`config.mk`:
```
export PLATFORM = sky130hd
export DESIGN_NAME = freq_divider_ctrl
export DESIGN_NICKNAME = d
export VERILOG_FILES = /design/src/rtl/freq_div_ctrl_pkg.sv /design/src/rtl/freq_div_sync_edge.sv /design/src/rtl/freq_divider_ctrl.sv
export SDC_FILE = /design/constraint.sdc
export NUM_CORES = 1
export LEC_CHECK = 0
export CAP_MARGIN = 5
export CORE_ASPECT_RATIO = 1.5
export CORE_MARGIN = 2
export CORE_UTILIZATION = 58
export DETAILED_ROUTE_END_ITERATION = 12
export PLACE_DENSITY = 0.85
export SLEW_MARGIN = 20
export SYNTH_ARGS = -nofsm -noshare
export SYNTH_HDL_FRONTEND = slang
export SYNTH_SLANG_ARGS = --single-unit
```
`constraint.sdc`:
```
create_clock -name clk -period 3.8 [get_ports clk]
set_clock_uncertainty 0.15 [all_clocks]
set_input_delay 0.57 -clock clk [delete_from_list [all_inputs] [get_ports clk]]
set_output_delay 0.57 -clock clk [all_outputs]
set_load 0.1 [all_outputs]
```
`src/rtl/freq_div_ctrl_pkg.sv`:
```
// Shared types and widths for the freq_divider configuration sequencer.
// Widths here match the freq_divider channel instances.
package freq_div_ctrl_pkg;

  localparam int CFG_AW      = 3;
  localparam int CFG_DW      = 32;
  localparam int CFG_DEF_DIV = 2;

  typedef enum logic [2:0] {
    ST_INIT,
    ST_IDLE,
    ST_WAIT_SYNC,
    ST_APPLY,
    ST_PULSE
  } state_e;

endpackage

```
`src/rtl/freq_div_sync_edge.sv`:
```
// Rising-edge detector on sync_evt plus saturating WAIT_SYNC timeout counter.
// Ports: evt_i event, arm_i clears counter, wait_i counts; edge_o, timeout_o.
module freq_div_sync_edge #(
  parameter int SYNC_TO = 1024
) (
  input  logic clk,
  input  logic rst,
  input  logic evt_i,
  input  logic arm_i,
  input  logic wait_i,
  output logic edge_o,
  output logic timeout_o
);

  localparam int TW = $clog2(SYNC_TO + 1);

  logic          evt_q;
  logic [TW-1:0] cnt_q, cnt_d;

  always_comb begin
    cnt_d = cnt_q;
    if (arm_i) begin
      cnt_d = '0;
    end else if (wait_i && cnt_q != TW'(SYNC_TO)) begin
      cnt_d = cnt_q + TW'(1);
    end
  end

  always_ff @(posedge clk or negedge rst) begin
    if (!rst) begin
      evt_q <= 1'b0;
      cnt_q <= '0;
    end else begin
      evt_q <= evt_i;
      cnt_q <= cnt_d;
    end
  end

  assign edge_o    = evt_i & ~evt_q;
  // cnt_q equals the number of WAIT cycles already spent
  assign timeout_o = wait_i & (cnt_q == TW'(SYNC_TO - 1));

endmodule

```
`src/rtl/freq_divider_ctrl.sv`:
```
// Configuration sequencer: shadow ratio writes, atomic masked commit with
// optional sync alignment/timeout, and per-channel divider reset pulses.
// Ports: cfg_* write port, commit_* control, sync_*, div_data/div_rst out.
module freq_divider_ctrl
  import freq_div_ctrl_pkg::*;
#(
  parameter int N_CH    = 6,
  parameter int AW      = CFG_AW,
  parameter int DW      = CFG_DW,
  parameter int RST_CYC = 2,
  parameter int SYNC_TO = 1024,
  parameter int DEF_DIV = CFG_DEF_DIV
) (
  input  logic           clk,
  input  logic           rst,
  input  logic           cfg_valid,
  output logic           cfg_ready,
  input  logic [AW-1:0]  cfg_ch,
  input  logic [DW-1:0]  cfg_div,
  output logic           cfg_err,
  input  logic           commit_req,
  input  logic [N_CH-1:0] commit_mask,
  input  logic           sync_en,
  input  logic           sync_evt,
  output logic [N_CH*DW-1:0] div_data,
  output logic [N_CH-1:0] div_rst,
  output logic           busy,
  output logic           commit_done,
  output logic           commit_err
);

  localparam int PW = $clog2(RST_CYC + 1);
  localparam logic [AW:0] N_CH_W = (AW+1)'(N_CH);

  state_e          state_q, state_d;
  logic [PW-1:0]   pcnt_q, pcnt_d;
  logic [N_CH-1:0] mask_q, mask_d;
  logic [N_CH-1:0] div_rst_q, div_rst_d;
  logic            done_q, done_d;
  logic            cerr_q, cerr_d;
  logic            cfg_err_q, cfg_err_d;
  logic [DW-1:0]   shadow_q [N_CH];
  logic [DW-1:0]   active_q [N_CH];

  logic wr_en, ch_ok, arm, apply;
  logic sync_edge, sync_to;

  assign cfg_ready = (state_q == ST_IDLE) & ~commit_req;
  assign wr_en     = cfg_valid & cfg_ready;
  assign ch_ok     = {1'b0, cfg_ch} < N_CH_W;

  freq_div_sync_edge #(
    .SYNC_TO (SYNC_TO)
  ) u_sync (
    .clk       (clk),
    .rst       (rst),
    .evt_i     (sync_evt),
    .arm_i     (arm),
    .wait_i    (state_q == ST_WAIT_SYNC),
    .edge_o    (sync_edge),
    .timeout_o (sync_to)
  );

  always_comb begin
    state_d   = state_q;
    pcnt_d    = pcnt_q;
    mask_d    = mask_q;
    div_rst_d = div_rst_q;
    done_d    = 1'b0;
    cerr_d    = 1'b0;
    cfg_err_d = wr_en & ~ch_ok;
    arm       = 1'b0;
    apply     = 1'b0;
    unique case (state_q)
      ST_INIT: begin
        if (pcnt_q == PW'(RST_CYC - 1)) begin
          state_d   = ST_IDLE;
          div_rst_d = '0;
          pcnt_d    = '0;
        end else begin
          pcnt_d = pcnt_q + PW'(1);
        end
      end
      ST_IDLE: begin
        if (commit_req) begin
          if (commit_mask == '0) begin
            done_d = 1'b1;
          end else begin
            mask_d = commit_mask;
            if (sync_en) begin
              arm     = 1'b1;
              state_d = ST_WAIT_SYNC;
            end else begin
              state_d = ST_APPLY;
            end
          end
        end
      end
      ST_WAIT_SYNC: begin
        // an edge coincident with timeout still commits
        if (sync_edge) begin
          state_d = ST_APPLY;
        end else if (sync_to) begin
          state_d = ST_IDLE;
          cerr_d  = 1'b1;
        end
      end
      ST_APPLY: begin
        apply     = 1'b1;
        div_rst_d = div_rst_q | mask_q;
        pcnt_d    = '0;
        state_d   = ST_PULSE;
      end
      ST_PULSE: begin
        if (pcnt_q == PW'(RST_CYC - 1)) begin
          div_rst_d = div_rst_q & ~mask_q;
          done_d    = 1'b1;
          state_d   = ST_IDLE;
        end else begin
          pcnt_d = pcnt_q + PW'(1);
        end
      end
      default: state_d = ST_INIT;
    endcase
  end

  always_ff @(posedge clk or negedge rst) begin
    if (!rst) begin
      state_q   <= ST_INIT;
      pcnt_q    <= '0;
      mask_q    <= '0;
      div_rst_q <= '1;
      done_q    <= 1'b0;
      cerr_q    <= 1'b0;
      cfg_err_q <= 1'b0;
    end else begin
      state_q   <= state_d;
      pcnt_q    <= pcnt_d;
      mask_q    <= mask_d;
      div_rst_q <= div_rst_d;
      done_q    <= done_d;
      cerr_q    <= cerr_d;
      cfg_err_q <= cfg_err_d;
    end
  end

  always_ff @(posedge clk or negedge rst) begin
    if (!rst) begin
      for (int i = 0; i < N_CH; i++) begin
        shadow_q[i] <= DW'(DEF_DIV);
        active_q[i] <= DW'(DEF_DIV);
      end
    end else begin
      for (int i = 0; i < N_CH; i++) begin
        if (wr_en && ch_ok && cfg_ch == AW'(i)) begin
          shadow_q[i] <= cfg_div;
        end
        if (apply && mask_q[i]) begin
          active_q[i] <= shadow_q[i];
        end
      end
    end
  end

  for (genvar g = 0; g < N_CH; g++) begin : g_data
    assign div_data[g*DW +: DW] = active_q[g];
  end

  assign div_rst     = div_rst_q;
  assign busy        = (state_q != ST_IDLE);
  assign commit_done = done_q;
  assign commit_err  = cerr_q;
  assign cfg_err     = cfg_err_q;

endmodule

```
# After elaboration in Yosys (flattened, before gate mapping)
# Index checks and enable logic that the tools add are counted.
# word_totals
inputBits,47
elab_cells,107
regBits,416
# classes
muxes,27
n_addsub,2
magnitude_cmp,1
n_bitwise,12
n_eq_ne,20
reduce_logical,24
# ops
op,n
$mux W11,2
$pmux W6 S3,1
$mux W3,5
$logic_and A1 B1 Y1,14
$eq A3 B2 Y1 const B,4
$mux W1,12
$mux W6,2
$pmux W3 S4,1
$add A11 B1 Y11 const B,1
$eq A11 B10 Y1 const B,1
$ne A11 B11 Y1 const B,1
$ne A2 B2 Y1 const B,5
$eq A3 B3 Y1 const B,3
$and A6 B6 Y6,1
$eq A3 B1 Y1 const B,2
$logic_not A3 Y1,2
$logic_not A6 Y1,1
$not A6 Y6,1
$or A6 B6 Y6,1
$pmux W2 S3,1
$reduce_and A3 Y1,2
$and A1 B1 Y1,5
$mux W2,2
$not A1 Y1,4
other kinds (12),12

# Longest topological paths before layout
# Gate-level depths: netlist (run 1).
# depth
word_depth,5
depth_mapped,7
mapped_depth_nobuf,6

# Cells and area by module
# Synthesis (run 1) repeated with hierarchy kept, for this count alone.
# hier_totals
hier_cells,998
area_unflattened_um2,16254.3
# by_module_without_submodules
module,n_inst,area_per_inst_um2,cells_each
freq_divider_ctrl,1,15531.1,924
freq_div_sync_edge,1,723.2,74

# Worst setup path after synthesis (run 1)
# Ideal clock, no wire load.
# synth_timing
path_type,register to output
start,register state_q[1]
end,output cfg_ready
t_required_ps,3080
path_buffers,1
arrival_time_ps,2321
stages_incl_launch_ff,5
slack_ps,759
cell_sequence,dfrtp_1 buf_2 nor3b_4 inv_2 nor2_1
# synth_between
elab_chain_cells,2
# synth_lines
item,line_no,rtl
start: declaration,freq_divider_ctrl.sv:35,"state_e state_q, state_d;"
start signal: assignment,freq_divider_ctrl.sv:137,state_q <= state_d;
$eq A3 B1 Y1,freq_divider_ctrl.sv:48,assign cfg_ready = (state_q == ST_IDLE) & ~commit_req;
$and A1 B1 Y1,freq_divider_ctrl.sv:48,
end: declaration,freq_divider_ctrl.sv:17,"output logic cfg_ready,"
# No other way between the ends.

# Worst setup path after layout (run 1)
# layout_timing
start,"register div_rst_q[1], in the netlist div_rst[1]"
end,output div_rst[1]
# layout_rtl
item,line_no,rtl
start: declaration,freq_divider_ctrl.sv:38,"logic [N_CH-1:0] div_rst_q, div_rst_d;"
start signal: assignment,freq_divider_ctrl.sv:140,div_rst_q <= div_rst_d;
end: declaration,freq_divider_ctrl.sv:26,"output logic [N_CH-1:0] div_rst,"
# No word-level cell between the ends.

==> impl_metrics.tcl, run 1 <==
set metrics [dict create \
    status "completed" \
    path_max_fanout 3 \
    die_w_um 139 \
    final_nets 1311 \
    whs_path_depth 1 \
    vias 9313 \
    ys_seq_area_share_pct 65.8 \
    rsz0062_at_grt "no" \
    clock_path_buffers 3 \
    cp_num_buf_inv 1 \
    antenna_found_initial 0 \
    core_mm2 0.0270 \
    grt_use_total_pct 26.4 \
    synthArstFlopShare_pct 100 \
    die_area_mm2 0.0287 \
    crit_type "reg -> out" \
    ys_warn_count 0 \
    grt_pass1_wl_mm 57.8 \
    dpl.hpwl_mm 24.8 \
    gr-total-overflow 0 \
    synth_edf_count 0 \
    setup_viol_count_final 0 \
    fmax_ghz 0.340 \
    ctsResizeCount 0 \
    grt_pass1_vias 9972 \
    cp.arrival_ns 2.22 \
    syn_area_per_cell_um2 16.1 \
    cp_slowest_stage_delay_ns 1.13 \
    row_count 74 \
    end_kind "output pin" \
    drive_gt1_share_pct 38.7 \
    ant_nets 0 \
    cts.clk_slew.worst_paths_ns 0.06 \
    ys.flop_type "dfrtp_1" \
    final_cell_mix "dfrtp_1, mux2_2, clkdlybuf4s50_1" \
    hp-class "reg -> reg" \
    numPortBuffers 249 \
    gp_congestion 0.817 \
    cp_top_family "buffers and inverters" \
    start_util_pct 58.7 \
    netlist_area_mm2 0.0159 \
    synth-seq-cells 416 \
    cts.sinks 416 \
    die_y_um 207 \
    cp.depth 1 \
    ctsHtreeMaxLevel 2 \
    synth_cell_types 46 \
    grt_max_degree 109 \
    syn_inst 987 \
    startpoint_type "register" \
    cap_violations 0 \
    setup_tns_ns 0 \
    syn2layout_area_growth_pct 26.8 \
    finalHoldViolCount 0 \
    drc 0 \
    cp_slowest_cell "clkdlybuf4s50_1" \
    routedWlPerCell_um 23.1 \
    min_period_over_period_pct 77.5 \
    cp.required_ns 3.08 \
    final_common_cell "dfrtp_1" \
    diodes 0 \
    drtIter0Drc 509 \
    cts_tree "yes" \
    max-slew-margin-rel_pct 26.4 \
    syn-num-nets 1038 \
    dr.pass1.iters 4 \
    ios 250 \
    numCtsBuffers 39 \
    reg2reg_depth 6 \
    num-fill-cells 1658 \
    timing.reg2reg.setup_slack_ns 0.86 \
    worstSkewPairLatency_ns 0.53 \
    worst_pin_slew_ns 1.10 \
    routed_wirelength_mm 37.7 \
    via_per_inst 5.71 \
    clock_tree.root_cell "clkbuf_16" \
    crit_chain "clkdlybuf4s50_1" \
    finalMaxSlewViolations 0 \
    min_period_ns 2.94 \
]
final timing paths:
path | from | end
max reg2reg | state_q[2] | shadow_q[74]
max | div_rst[1] | div_rst[1]
min in group asynchronous | rst | shadow_q[119]
max in group asynchronous | rst | div_data[161]
min | shadow_q[66] | shadow_q[66]
min reg2reg | shadow_q[66] | shadow_q[66]
state kept, by name, summed over array words and instances, names as in the netlist:
| signal | count |
|---|---|
| mask_q | 6 |
| state_q | 3 |
| cfg_err | 1 |
| pcnt_q | 2 |
| commit_done | 1 |
| u_sync.evt_q | 1 |
| div_rst | 6 |
| div_data | 192 |
| u_sync.cnt_q | 11 |
| shadow_q | 192 |
| commit_err | 1 |
cell usage after synthesis (2+ instances only):
master    instances  area [um2]
dfrtp_1         398        9960
mux2_2          381        4290
buf_1            22        82.6
dfstp_2          18         473
nand2_1          18        67.6
nor2_1           17        63.8
o21ai_0          14        70.1
a21oi_1          12        60.1
inv_1             9        33.8
nor2b_1           8        50.1
buf_2             7        35.0
clkbuf_1          7        26.3
mux2_1            7        78.8
nor3_1            5        25.0
nor4_1            5        31.3
xnor2_1           5        43.8
ha_1              4        50.1
nand3_1           4        20.0
nand4_1           4        25.0
a21o_1            3        22.5
buf_4             3        22.5
buf_6             3        33.8
nand2b_1          3        18.8
xor2_1            3        26.3
a22o_1            2        17.5
a41oi_1           2        17.5
and3_1            2        12.5
nor3b_4           2        37.5
o31ai_1           2        15.0
what timing repair did:
item / 4_1_cts / 5_1_grt
hold buffers: 1 / 0
buffers inserted: 0 / 0
hold endpoints to repair: 45 / 0
kinds of logic (layout without fill, tap and decap cells):
| family | count (synthesis) | after routing | synth area share, % |
|---|---|---|---|
| AOI/OAI and AO/OA | 38 | 38 | 1.42 |
| and+or+nand+nor | 81 | 81 | 2.98 |
| muxes | 388 | 388 | 27.6 |
| DFF | 416 | 416 | 65.8 |
| xor gates and xnor gates | 8 | 8 | 0.442 |
| adders and majority gates | 4 | 4 | 0.316 |
| buffers and inverters | 52 | 355 | 1.50 |
stage by stage:
| stage | cells | setup slack [ns] | instance area [um2] | utilization (%) | hold WS [ns] |
|---|---|---|---|---|---|
| floorplan | 987 | 0.759 | 15900 | - | 0.124 |
| global placement | 1560 | 0.761 | 18800 | 69.7 | 0.313 |
| detailed placement | 1560 | 0.728 | 18800 | 69.7 | 0.321 |
| CTS | 1632 | 0.837 | 20100 | 74.4 | 0.335 |
| global route | 1632 | 0.775 | 20100 | 74.4 | 0.368 |
| finish | 1632 | 0.855 | 20100 | 74.4 | 0.329 |
metal layers:
layer,wire length (um),global-route usage (%)
met1,14400,32.4
met2,19400,45.4
met3,2190,5.89
met4,1670,11.3
met5,0,0
cell type report:
class	count	area (um2)	area share (%)
sequential	416	10400	51.9
multi-input combinational	519	5220	25.9
timing repair buffer	274	2730	13.6
clock buffer	64	1200	5.98
tap	342	428	2.13
clock inverter	7	68.8	0.342
inverter	10	37.5	0.187
Power of run 1 is left out: the tool's default activity adds up to more than one toggle a clock period on the data nets, which glitch-free logic cannot reach.
==> run 2: changes to the inputs <==
--- a/config.mk
+++ b/config.mk
@@ -8,9 +8,9 @@
 export CAP_MARGIN = 5
 export CORE_ASPECT_RATIO = 1.5
 export CORE_MARGIN = 2
-export CORE_UTILIZATION = 58
+export CORE_UTILIZATION = 54
 export DETAILED_ROUTE_END_ITERATION = 12
-export PLACE_DENSITY = 0.85
+export PLACE_DENSITY = 0.8
 export SLEW_MARGIN = 20
 export SYNTH_ARGS = -nofsm -noshare
 export SYNTH_HDL_FRONTEND = slang
==> constraint.sdc (replaced) <==
create_clock -name clk -period 3.05 [get_ports clk]
set_clock_uncertainty 0.15 [all_clocks]
set_input_delay 0.4575 -clock clk [delete_from_list [all_inputs] [get_ports clk]]
set_output_delay 0.4575 -clock clk [all_outputs]
set_load 0.1 [all_outputs]
==> run 2 against run 1 <==
Effect of this change: die area rose by 7.2%; critical path depth is 5 higher; utilization decreased by 5.1 points; design area shrank 0.80%; routed wire length shrank 4.1%; setup slack got worse by 0.39 ns; worst hold slack got worse by 0.12 ns; flip-flop and latch count stayed put; global-route usage is 2.3 points lower; first-iteration DRC count decreased by 13%; count of clock-buffer cells in the layout shrank 9; final cell count rose by 3.2%.
==> impl_metrics.tcl, run 2 (same netlist as run 1, synthesis figures left out) <==
set metrics [dict create \
    status "completed" \
    cp.required_ns 3.31 \
    routed_wirelength_mm 36.2 \
    vias 9086 \
    cts_setup_buffers 0 \
    cp.arrival_ns 2.85 \
    ctsHoldBuffers 1 \
    final_common_cell "dfrtp_1" \
    min_period_over_period_pct 84.7 \
    rsz0062_at_grt "no" \
    syn2layout_area_growth_pct 25.8 \
    finalHoldViolCount 0 \
    ios 250 \
    gp_congestion 0.780 \
    cts.clk_slew.worst_paths_ns 0.06 \
    row_count 76 \
    clock_tree.root_cell "clkbuf_16" \
    dp_worst_setup_slack_ns 0.228 \
    dpl.hpwl_mm 24.3 \
    drc 0 \
    grt_max_degree 126 \
    startpoint_type "register" \
    via_per_inst 5.39 \
    ctsHtreeMaxLevel 2 \
    finalMaxSlewViolations 0 \
    routedWlPerCell_um 21.5 \
    final_nets 1316 \
    min_period_ns 2.58 \
    max-slew-margin-rel_pct 56.5 \
    core_mm2 0.0288 \
    finalNonFillerCells 1685 \
    final_cell_mix "dfrtp_1, mux2_2, buf_4" \
    end_kind "register" \
    clock_path_buffers 3 \
    setup_viol_count_final 0 \
    path_max_fanout 12 \
    die_y_um 214 \
    numCtsBuffers 40 \
    antenna_found_initial 0 \
    numPortBuffers 249 \
    cts_tree "yes" \
    ant_nets 0 \
    grt_pass1_vias 9768 \
    worst_pin_slew_ns 0.652 \
    cap_violations 0 \
    diodes 0 \
    hp-class "in -> async" \
    finalWorstSetupSlack_ns 0.467 \
    placement.cell_area_mm2 0.0185 \
    worstSkewPairLatency_ns 0.54 \
    drtIter0Drc 441 \
    cts.sinks 416 \
    fmax_ghz 0.387 \
    crit_type "reg -> reg" \
    dr.pass1.iters 4 \
    start_util_pct 55.0 \
    drive_gt1_share_pct 55.1 \
    place_inst 1612 \
    ctsResizeCount 0 \
    die_area_mm2 0.0308 \
    grt_use_total_pct 24.1 \
    grt_pass1_wl_mm 56.2 \
    num-fill-cells 1944 \
    final_area_mm2 0.0200 \
    gr-total-overflow 0 \
    die_w_um 144 \
    setup_tns_ns 0 \
]
==> run 2: stage by stage <==
step | hold slack, ns | util [%]
after global placement | 0.195 | 64.1
final | 0.214 | 69.3
after detailed placement | 0.199 | 64.1
after CTS | 0.209 | 69.3
after global routing | 0.244 | 69.3
after floorplan | 0.0119 | -
==> run 2: cell type report <==
cell class                      instances  area, um2  area share, %
Sequential cell                       416      10400           52.3
Multi-Input combinational cell        519       5220           26.1
Timing Repair Buffer                  278       2310           11.6
Clock buffer                           55       1190           5.96
Tap cell                              390        488           2.45
Clock inverter                         17        282           1.41
Inverter                               10       37.5          0.188
==> run 2: worst paths after layout <==
| kind | start | endpoint | slack (ns) | cells after the start |
|---|---|---|---|---|
| hold reg to reg | shadow_q[186] | shadow_q[186] | 0.34 | 1 |
| setup / recovery | state_q[1] | shadow_q[136] | 0.47 | 6 |
| max in group asynchronous | rst | shadow_q[174] | 1.58 | 3 |
| setup reg to reg | state_q[1] | shadow_q[136] | 0.47 | 6 |
| hold / removal | rst | div_data[118] | 0.21 | 2 |
| min in group clk | sync_evt | u_sync.evt_q | 0.30 | 1 |
==> run 2: layer usage <==
layer  vias to the layer above  part of all wire (%)  global-route usage, %
met5                         -                     0                      0
met4                         0                   3.5                   9.09
met3                        79                   4.3                   4.33
met2                       226                    53                   43.1
met1                      4726                    39                   29.0
li1                       4055                     -                      -
==> run 2: critical path, stage by stage, from the launching register on <==
cell and delay, ns:
dfrtp_1 0.41, nor3b_4 0.31, inv_2 0.10, or4b_4 0.59
nor3b_4 0.29, buf_4 0.26, mux2_2 0.36
Power of run 2 is left out for the same reason.
